`src/rtl/pipe_issue_sched.sv`:
```
// In-order issue scheduler: instruction FIFO, per-register pending scoreboard, illegal-func filter.
// Define PIPE_PERF_CNT_EN to add the stall_cnt/issue_cnt performance counters.
module pipe_issue_sched #(
    parameter int DEPTH  = 4,
    parameter int WB_LAT = 3,
    parameter int NREG   = 16
) (
    input  logic        clk,
    input  logic        rst_n,
    input  logic        in_valid,
    output logic        in_ready,
    input  logic [3:0]  in_rs1,
    input  logic [3:0]  in_rs2,
    input  logic [3:0]  in_rd,
    input  logic [3:0]  in_func,
    input  logic [7:0]  in_addr,
    input  logic        flush,
    output logic        iss_valid,
    output logic [3:0]  iss_rs1,
    output logic [3:0]  iss_rs2,
    output logic [3:0]  iss_rd,
    output logic [3:0]  iss_func,
    output logic [7:0]  iss_addr,
    output logic        busy,
    output logic        illegal
`ifdef PIPE_PERF_CNT_EN
    ,
    output logic [15:0] stall_cnt,
    output logic [15:0] issue_cnt
`endif
);
    localparam int AW = $clog2(DEPTH);
    localparam int CW = AW + 1;

    typedef struct packed {
        logic [3:0] rs1;
        logic [3:0] rs2;
        logic [3:0] rd;
        logic [3:0] func;
        logic [7:0] addr;
    } instr_t;

    typedef enum logic [1:0] {S_IDLE, S_ISSUE, S_STALL, S_FLUSH} state_t;

    instr_t          r_mem [DEPTH];
    logic [AW-1:0]   r_wr_ptr, r_rd_ptr;
    logic [CW-1:0]   r_count;
    logic [1:0]      r_pend [NREG];
    state_t          r_state, w_state_nxt;
    logic            r_iss_valid, r_illegal;
    instr_t          r_iss;

    logic   w_full, w_empty, w_hazard, w_accept, w_legal, w_push, w_pop, w_any_pend;
    instr_t w_head;

    assign w_full   = (r_count == CW'(DEPTH));
    assign w_empty  = (r_count == '0);
    assign w_head   = r_mem[r_rd_ptr];
    assign w_hazard = !w_empty && ((r_pend[w_head.rs1] != 2'd0) || (r_pend[w_head.rs2] != 2'd0));
    assign w_accept = in_valid && !w_full;
    assign w_legal  = (in_func <= 4'd11);
    // flush wins over a concurrent push; the FIFO is always empty while in FLUSH
    assign w_push   = w_accept && w_legal && !flush;
    assign w_pop    = !flush && (r_state != S_FLUSH) && !w_empty && !w_hazard;

    always_comb begin
        w_any_pend = 1'b0;
        for (int i = 0; i < NREG; i++) w_any_pend = w_any_pend | (r_pend[i] != 2'd0);
    end

    always_ff @(posedge clk) begin
        if (w_push) r_mem[r_wr_ptr] <= instr_t'({in_rs1, in_rs2, in_rd, in_func, in_addr});
    end

    always_ff @(posedge clk or negedge rst_n) begin
        if (!rst_n) begin
            r_wr_ptr <= '0;
            r_rd_ptr <= '0;
            r_count  <= '0;
        end else if (flush) begin
            r_wr_ptr <= '0;
            r_rd_ptr <= '0;
            r_count  <= '0;
        end else begin
            if (w_push) r_wr_ptr <= r_wr_ptr + AW'(1);
            if (w_pop)  r_rd_ptr <= r_rd_ptr + AW'(1);
            r_count <= r_count + CW'(w_push) - CW'(w_pop);
        end
    end

    // Scoreboard keeps counting down through flush so in-flight writebacks still gate readers
    always_ff @(posedge clk or negedge rst_n) begin
        if (!rst_n) begin
            for (int i = 0; i < NREG; i++) r_pend[i] <= 2'd0;
        end else begin
            for (int i = 0; i < NREG; i++) begin
                if (w_pop && (w_head.rd == 4'(i))) r_pend[i] <= 2'(WB_LAT);
                else if (r_pend[i] != 2'd0)        r_pend[i] <= r_pend[i] - 2'd1;
            end
        end
    end

    always_ff @(posedge clk or negedge rst_n) begin
        if (!rst_n) begin
            r_iss_valid <= 1'b0;
            r_iss       <= '0;
            r_illegal   <= 1'b0;
        end else begin
            r_iss_valid <= w_pop;
            if (w_pop) r_iss <= w_head;
            r_illegal   <= w_accept && !w_legal;
        end
    end

    always_ff @(posedge clk or negedge rst_n) begin
        if (!rst_n) r_state <= S_IDLE;
        else        r_state <= w_state_nxt;
    end

    always_comb begin
        w_state_nxt = r_state;
        if (flush) begin
            w_state_nxt = S_FLUSH;
        end else begin
            case (r_state)
                S_IDLE:  if (!w_empty) w_state_nxt = S_ISSUE;
                S_ISSUE: if (w_empty) w_state_nxt = S_IDLE;
                         else if (w_hazard) w_state_nxt = S_STALL;
                S_STALL: if (!w_hazard) w_state_nxt = S_ISSUE;
                S_FLUSH: w_state_nxt = S_IDLE;
                default: w_state_nxt = S_IDLE;
            endcase
        end
    end

`ifdef PIPE_PERF_CNT_EN
    logic [15:0] r_stall_cnt, r_issue_cnt;

    always_ff @(posedge clk or negedge rst_n) begin
        if (!rst_n) begin
            r_stall_cnt <= '0;
            r_issue_cnt <= '0;
        end else begin
            if ((r_state == S_STALL) && (r_stall_cnt != 16'hFFFF)) r_stall_cnt <= r_stall_cnt + 16'd1;
            if (r_iss_valid && (r_issue_cnt != 16'hFFFF))          r_issue_cnt <= r_issue_cnt + 16'd1;
        end
    end

    assign stall_cnt = r_stall_cnt;
    assign issue_cnt = r_issue_cnt;
`endif

    assign in_ready  = !w_full;
    assign busy      = !w_empty || w_any_pend;
    assign illegal   = r_illegal;
    assign iss_valid = r_iss_valid;
    assign iss_rs1   = r_iss.rs1;
    assign iss_rs2   = r_iss.rs2;
    assign iss_rd    = r_iss.rd;
    assign iss_func  = r_iss.func;
    assign iss_addr  = r_iss.addr;
endmodule

```
`config.mk`:
```
export PLATFORM = sky130hd
export DESIGN_NAME = pipe_issue_sched
export DESIGN_NICKNAME = d
export VERILOG_FILES = /design/src/rtl/pipe_issue_sched.sv
export SDC_FILE = /design/constraint.sdc
export NUM_CORES = 1
export LEC_CHECK = 0
export BUFFER_PORTS_ARGS = -buffer_cell sky130_fd_sc_hd__buf_2
export CORE_MARGIN = 5
export CORE_UTILIZATION = 40
export CTS_CLUSTER_SIZE = 8
export DETAILED_ROUTE_END_ITERATION = 6
export HOLD_SLACK_MARGIN = 0.08
export PLACE_DENSITY = 0.63
export SETUP_SLACK_MARGIN = 0.05
export SYNTH_ARGS = -nofsm -noshare
export SYNTH_HDL_FRONTEND = slang
export SYNTH_SLANG_ARGS = --single-unit
```
`constraint.sdc`:
```
create_clock -name clk -period 6.3 [get_ports clk]
set_input_delay 0.945 -clock clk [delete_from_list [all_inputs] [get_ports clk]]
set_output_delay 0.945 -clock clk [all_outputs]
set_load 0.01 [all_outputs]
```
Word-level counts from Yosys, hierarchy flattened
Memory sizes are Yosys's and may differ from the RTL's.
Index checks and enable logic that the tools add are counted.
W data, S select, Z words.
- bits in registers: 67
- bits in latches: 0
- bits in writable memories: 96
- ROM bits: 0
- input bits: 28
- output and inout bits: 28
- word-level logic and storage cells: 213
- memories kept: 1
- add/subtract/negate cells: 20
- multiply operators: 0
- divide/modulo/power cells: 0
- $lt $le $gt $ge: 3
- eq/ne operators: 23
- shift operators: 0
- muxes and demuxes: 51
- bitwise operators: 17
- reduce and logical (&&, ||, !) cells: 71
- memories (name ; words ; bits a word ; rd ports ; clocked after memory_dff ; write ports ; RTL line ; RTL):
    r_mem ; 4 ; 24 ; 1 ; 0 ; 1 ; 45 ; instr_t r_mem [DEPTH];
- operators by type and width (kind ; number):
    $mux W2 ; 45
    $reduce_bool A2 Y1 ; 36
    $eq A4 B4 Y1 const B ; 8
    $sub A2 B1 Y2 const B ; 16
    $logic_and A1 B1 Y1 ; 24
    $bmux W2 S4 ; 2
    $eq A4 B3 Y1 const B ; 4
    $or A1 B1 Y1 ; 15
    $ge A5 B5 Y1 const B ; 2
    $not A4 Y5 ; 2
    $eq A4 B2 Y1 const B ; 2
    $pmux W2 S4 ; 1
    $ne A3 B3 Y1 const B ; 2
    $logic_not A1 Y1 ; 5
    $add A2 B1 Y2 const B ; 2
    $eq A2 B2 Y1 const B ; 2
    $eq A4 B1 Y1 const B ; 1
    $le A4 B4 Y1 const B ; 1
    $logic_not A4 Y1 ; 1
    $ne A4 B4 Y1 const B ; 1
    $add A3 B1 Y3 ; 1
    $eq A3 B3 Y1 const B ; 1
    $logic_not A3 Y1 ; 1
    $mux W3 ; 1
    other kinds (7) ; 9

Longest topological paths before layout
- depth after elaboration: 17
- depth in mapped cells: 17
- gate-level depth less buffers: 14

Worst setup path before layout
No wires, ideal clock.
- path type: register to register
- from: register r_rd_ptr[0]
- to: register r_count[2]
- setup time: 0.130 ns
- arrival: 3.337 ns
- required time: 6.170 ns
- path slack: 2.833 ns
- stages on the path, launching flop included: 17
- buffers on the path: 2
- clock period less this slack: 3.467 ns
- cell sequence: dfrtp_1 > buf_6 > mux4_2 > inv_2 > mux4_2 > mux2i_1 > mux2i_4 > nand3_2 > buf_2 > inv_1 > ha_1 > inv_1 > ha_1 > inv_1 > fa_1 > xnor2_1 > nor2_1
- cells in the longest elaborated chain, start to end: 12
- elaborated cells between the ends (all ways): 17
- those cells by class: add/sub: 1; mux: 7; bitwise: 2; reduce/logical: 6; memory: 1
- ends and longest elaborated chain (item ; RTL line ; RTL):
    start: declaration ; 46 ; logic [AW-1:0] r_wr_ptr, r_rd_ptr;
    start signal: assignment ; 86 ; if (w_pop) r_rd_ptr <= r_rd_ptr + AW'(1);
    $mem_v2 Z4 W24 (*) ; - ;
    $not A4 Y5 (not written as such) ; 59 ; assign w_hazard = !w_empty && ((r_pend[w_head.rs1] != 2'd0) || (r_pend[w_head.rs2] != 2'd0));
    $bmux W2 S4 ; 59 ;
    $mux W2 (not written as such) (2 in series) ; 59 ;
    $reduce_bool A2 Y1 ; 59 ;
    $logic_or A1 B1 Y1 (*) ; 59 ;
    $logic_and A1 B1 Y1 (*) ; 59 ;
    $logic_not A1 Y1 (*) ; - ;
    $logic_and A1 B1 Y1 (*) ; 64 ; assign w_pop = !flush && (r_state != S_FLUSH) && !w_empty && !w_hazard;
    via w_pop ; 53 ; logic w_full, w_empty, w_hazard, w_accept, w_legal, w_push, w_pop, w_any_pend;
    $sub A3 B1 Y3 (*) ; 87 ; r_count <= r_count + CW'(w_push) - CW'(w_pop);
    $mux W3 (*) ; 80 ; end else if (flush) begin
    end signal: assignment ; 87 ;
    end: declaration ; 47 ; logic [CW-1:0] r_count;
The timed path passes the listed nets; every way through them passes the cells marked *. The select of a mux whose other input is x is not followed.
A chain may end at the register's enable or synchronous reset.

Worst setup path after layout
Ends and elaborated chain as after synthesis.

==> results.py <==
metrics = {
    "grt": {
        "grt_use_total_pct": 14.3,
        "grt_busiest_layer": "met2",
        "grt_use_met1_pct": 18.4,
        "grt_max_degree": 68,
        "overflow": 0,
        "grt_pass1_vias": 4219,
        "antenna_found_initial": 1,
        "grtUsageMet3_pct": 3.94,
        "use_met2_pct": 23.5,
        "grt_pass1_wl_um": 22400,
    },
    "logic_synthesis": {
        "synth_top_area_share_pct": 40.1,
        "synthTopCellsByCount": "96 x edfxtp_1, 67 x dfrtp_1, 39 x inv_1",
        "syn_area_per_cell_um2": 15.6,
        "synth_edf_count": 96,
        "yosysWarningCount": 0,
        "synth-seq-area-share_pct": 63.5,
        "synth_cell_types": 35,
        "synth.area.top_cells": "edfxtp_1 40%, dfrtp_1 23%, mux4_2 7.8%, mux2_2 5.2%, mux2i_1 4.0%",
        "post-synth-top-count-cell": "edfxtp_1",
        "synth_flop_cell": "edfxtp_1",
        "syn_area_um2": 7190,
        "netlist_instances": 462,
        "syn-num-nets": 513,
        "ys_seq_elements": 163,
        "yosysTopAreaCell": "edfxtp_1",
        "async_reset_ff_share_pct": 41.1,
    },
    "pwr": {
        "power_uw": 3450,
        "p_per_area_nw_per_um2": 421,
        "ir_worst_vdd_v": 0.000217,
        "leakage_uw": 0.00336,
    },
    "cells_and_area": {
        "n_antenna_cell": 0,
        "fin_cells": 764,
        "final_net_count": 573,
        "drive_gt1_share_pct": 30.1,
        "nFillCells": 1560,
        "fin_util_pct": 45.9,
        "area_delta_synth_final_pct": 14.1,
    },
    "route": {
        "final_antenna_net_count": 0,
        "wl_um": 13500,
        "vias_per_cell": 5.11,
        "wl_per_cell_um": 17.6,
        "drcViolationCount": 0,
        "firstDrtPassIters": 5,
        "vias": 3904,
        "dr.first_iter.drc_count": 172,
    },
    "clocking": {
        "clk_pin_slew_ps": 60,
        "hold_buffers": 0,
        "postCtsSetupBuffers": 0,
        "cts_tree": "yes",
        "cts_sinks": 163,
        "cts_max_path_buffers": 2,
        "cts_made_buffers": 17,
        "insertion_delay_ps": 420,
        "cts_resized": 0,
        "htreeDepth": 4,
        "cts-root-buf": "clkbuf_16",
    },
    "min_path": {
        "min_from": "iss_rs1[0]",
        "holdPathEnd": "iss_rs1[0]",
        "hp-class": "register to register",
        "hold_path_depth": 1,
    },
    "floorplan": {
        "fp.dieH_um": 144,
        "initial_core_util_pct": 40.3,
        "row_count": 49,
        "coreArea_um2": 17800,
        "ios": 56,
        "die_area_um2": 20700,
        "die_w_um": 144,
    },
    "setup_path": {
        "reg2reg_depth": 14,
        "setup.worst_path.start_class": "register",
        "worstSetupPathType": "register to register",
        "crit-reg2reg-launch": "r_rd_ptr[0]",
        "r2r_slack_ps": 2310,
        "critPathRequiredTime_ps": 6600,
        "crit_fanout": 27,
        "crit_path_end_kind": "register",
        "cp_data_arrival_time_ps": 4290,
        "r2r-end": "r_count[2]",
    },
    "timing": {
        "fin_tns_setup_ps": 0,
        "setup_viol": 0,
        "setup_ws_ps": 2310,
        "fin_worst_skew_ps": 9.32,
        "tightest_slew_ps": 897,
        "drv_slew": 0,
        "min_period_ps": 3990,
        "finalCritPeriodShare_pct": 63.3,
        "fmax_mhz": 251,
        "hold_viol": 0,
        "rsz0062_at_grt": "no",
        "slew-limit-headroom_pct": 40.2,
    },
    "run_status": {
        "status": "finished, final reports clean",
    },
    "job": {
        "maxCapViolations": 0,
    },
    "placed_design": {
        "port_buffers": 55,
        "dp_slack_ps": 2270,
        "dp_cells": 732,
        "hpwl_um": 8920,
        "place_congestion": 0.726,
    },
}
power by group:
part / switching [uW] / total (uW) / internal [uW]
clock network: 395 / 908 / 513
logic: 529 / 1040 / 510
registers: 141 / 1500 / 1360
worst max-delay path by stage:
stage / to / start / depth (start not counted) / slack, ps
global route: r_count[2] / r_rd_ptr[0] / 14 / 1970
finish: r_count[2] / r_rd_ptr[0] / 14 / 2310
CTS: r_count[2] / r_rd_ptr[0] / 14 / 2220
global placement: r_count[2] / r_rd_ptr[0] / 14 / 2350
detailed placement: r_count[2] / r_rd_ptr[0] / 14 / 2270
floorplan: r_count[2] / r_rd_ptr[0] / 16 / 2830
layout by cell type, fill, tap and decap left out, drive strengths merged, types with 2 or more instances in the layout:
cell type  instances
ha                22
nor3               2
dfrtp             67
and2               4
clkbuf            23
nand2             11
or2                2
nand3              3
mux2              33
xor2              18
nand4              5
inv               41
clkinvlp           3
buf               62
nand2b             4
clkinv             5
edfxtp            96
mux4              25
mux2i             30
a21oi              7
nor2              31
o31ai             32
xnor2              2
stage by stage:
| step | cell area (um^2) | hold WS [ps] |
|---|---|---|
| 6_report | 8200 | 499 |
| 5_1_grt | 8200 | 524 |
| 4_1_cts | 8200 | 500 |
| 3_5_place_dp | 7680 | 487 |
| 3_3_place_gp | 7680 | 485 |
| 2_1_floorplan | 7190 | 482 |
area by class of cell:
class,instances,area (um^2),area share [%]
sequential,163,4560,55.6
clock buffer,23,458,5.59
tap,229,287,3.50
timing repair buffer,62,328,4.00
clock inverter,9,60.1,0.733
multi-input combinational,238,2350,28.7
inverter,40,150,1.83
layer usage:
layer | part of all wire (%) | up-vias
met5 | 0.097 | -
met4 | 1.4 | 2
met3 | 4.3 | 17
met2 | 50 | 77
met1 | 44 | 1983
li1 | - | 1825
critical path, cell delays in order, from the launching register on:
cell and delay [ps]:
dfrtp_2 940, mux4_2 700, inv_2 90, mux4_2 480
mux2i_1 240, mux2i_4 130, nand3_2 80, inv_1 60
ha_1 290, inv_1 60, ha_1 150, inv_1 50
fa_1 370, xnor2_1 170, nor2_1 50
flip-flops by register name, indices dropped and copies added (netlist names):
name and count:
iss_rs2 4, r_state 2, iss_rd 4, r_mem 96, r_wr_ptr 2, iss_rs1 4
r_rd_ptr 2, iss_func 4, iss_valid 1, illegal 1, r_pend 32, r_count 3
iss_addr 8
cells by family after synthesis:
family                   synth area share [%]
AO/OA/AOI/OAI                            4.67
multiplexers                             17.4
AND/OR/NAND/NOR                          4.18
adder cells (fa/ha/maj)                  4.11
buffers and inverters                    3.80
XOR/XNOR                                 2.44
flip-flops                               63.5
(Power assumes the default switching activity.)
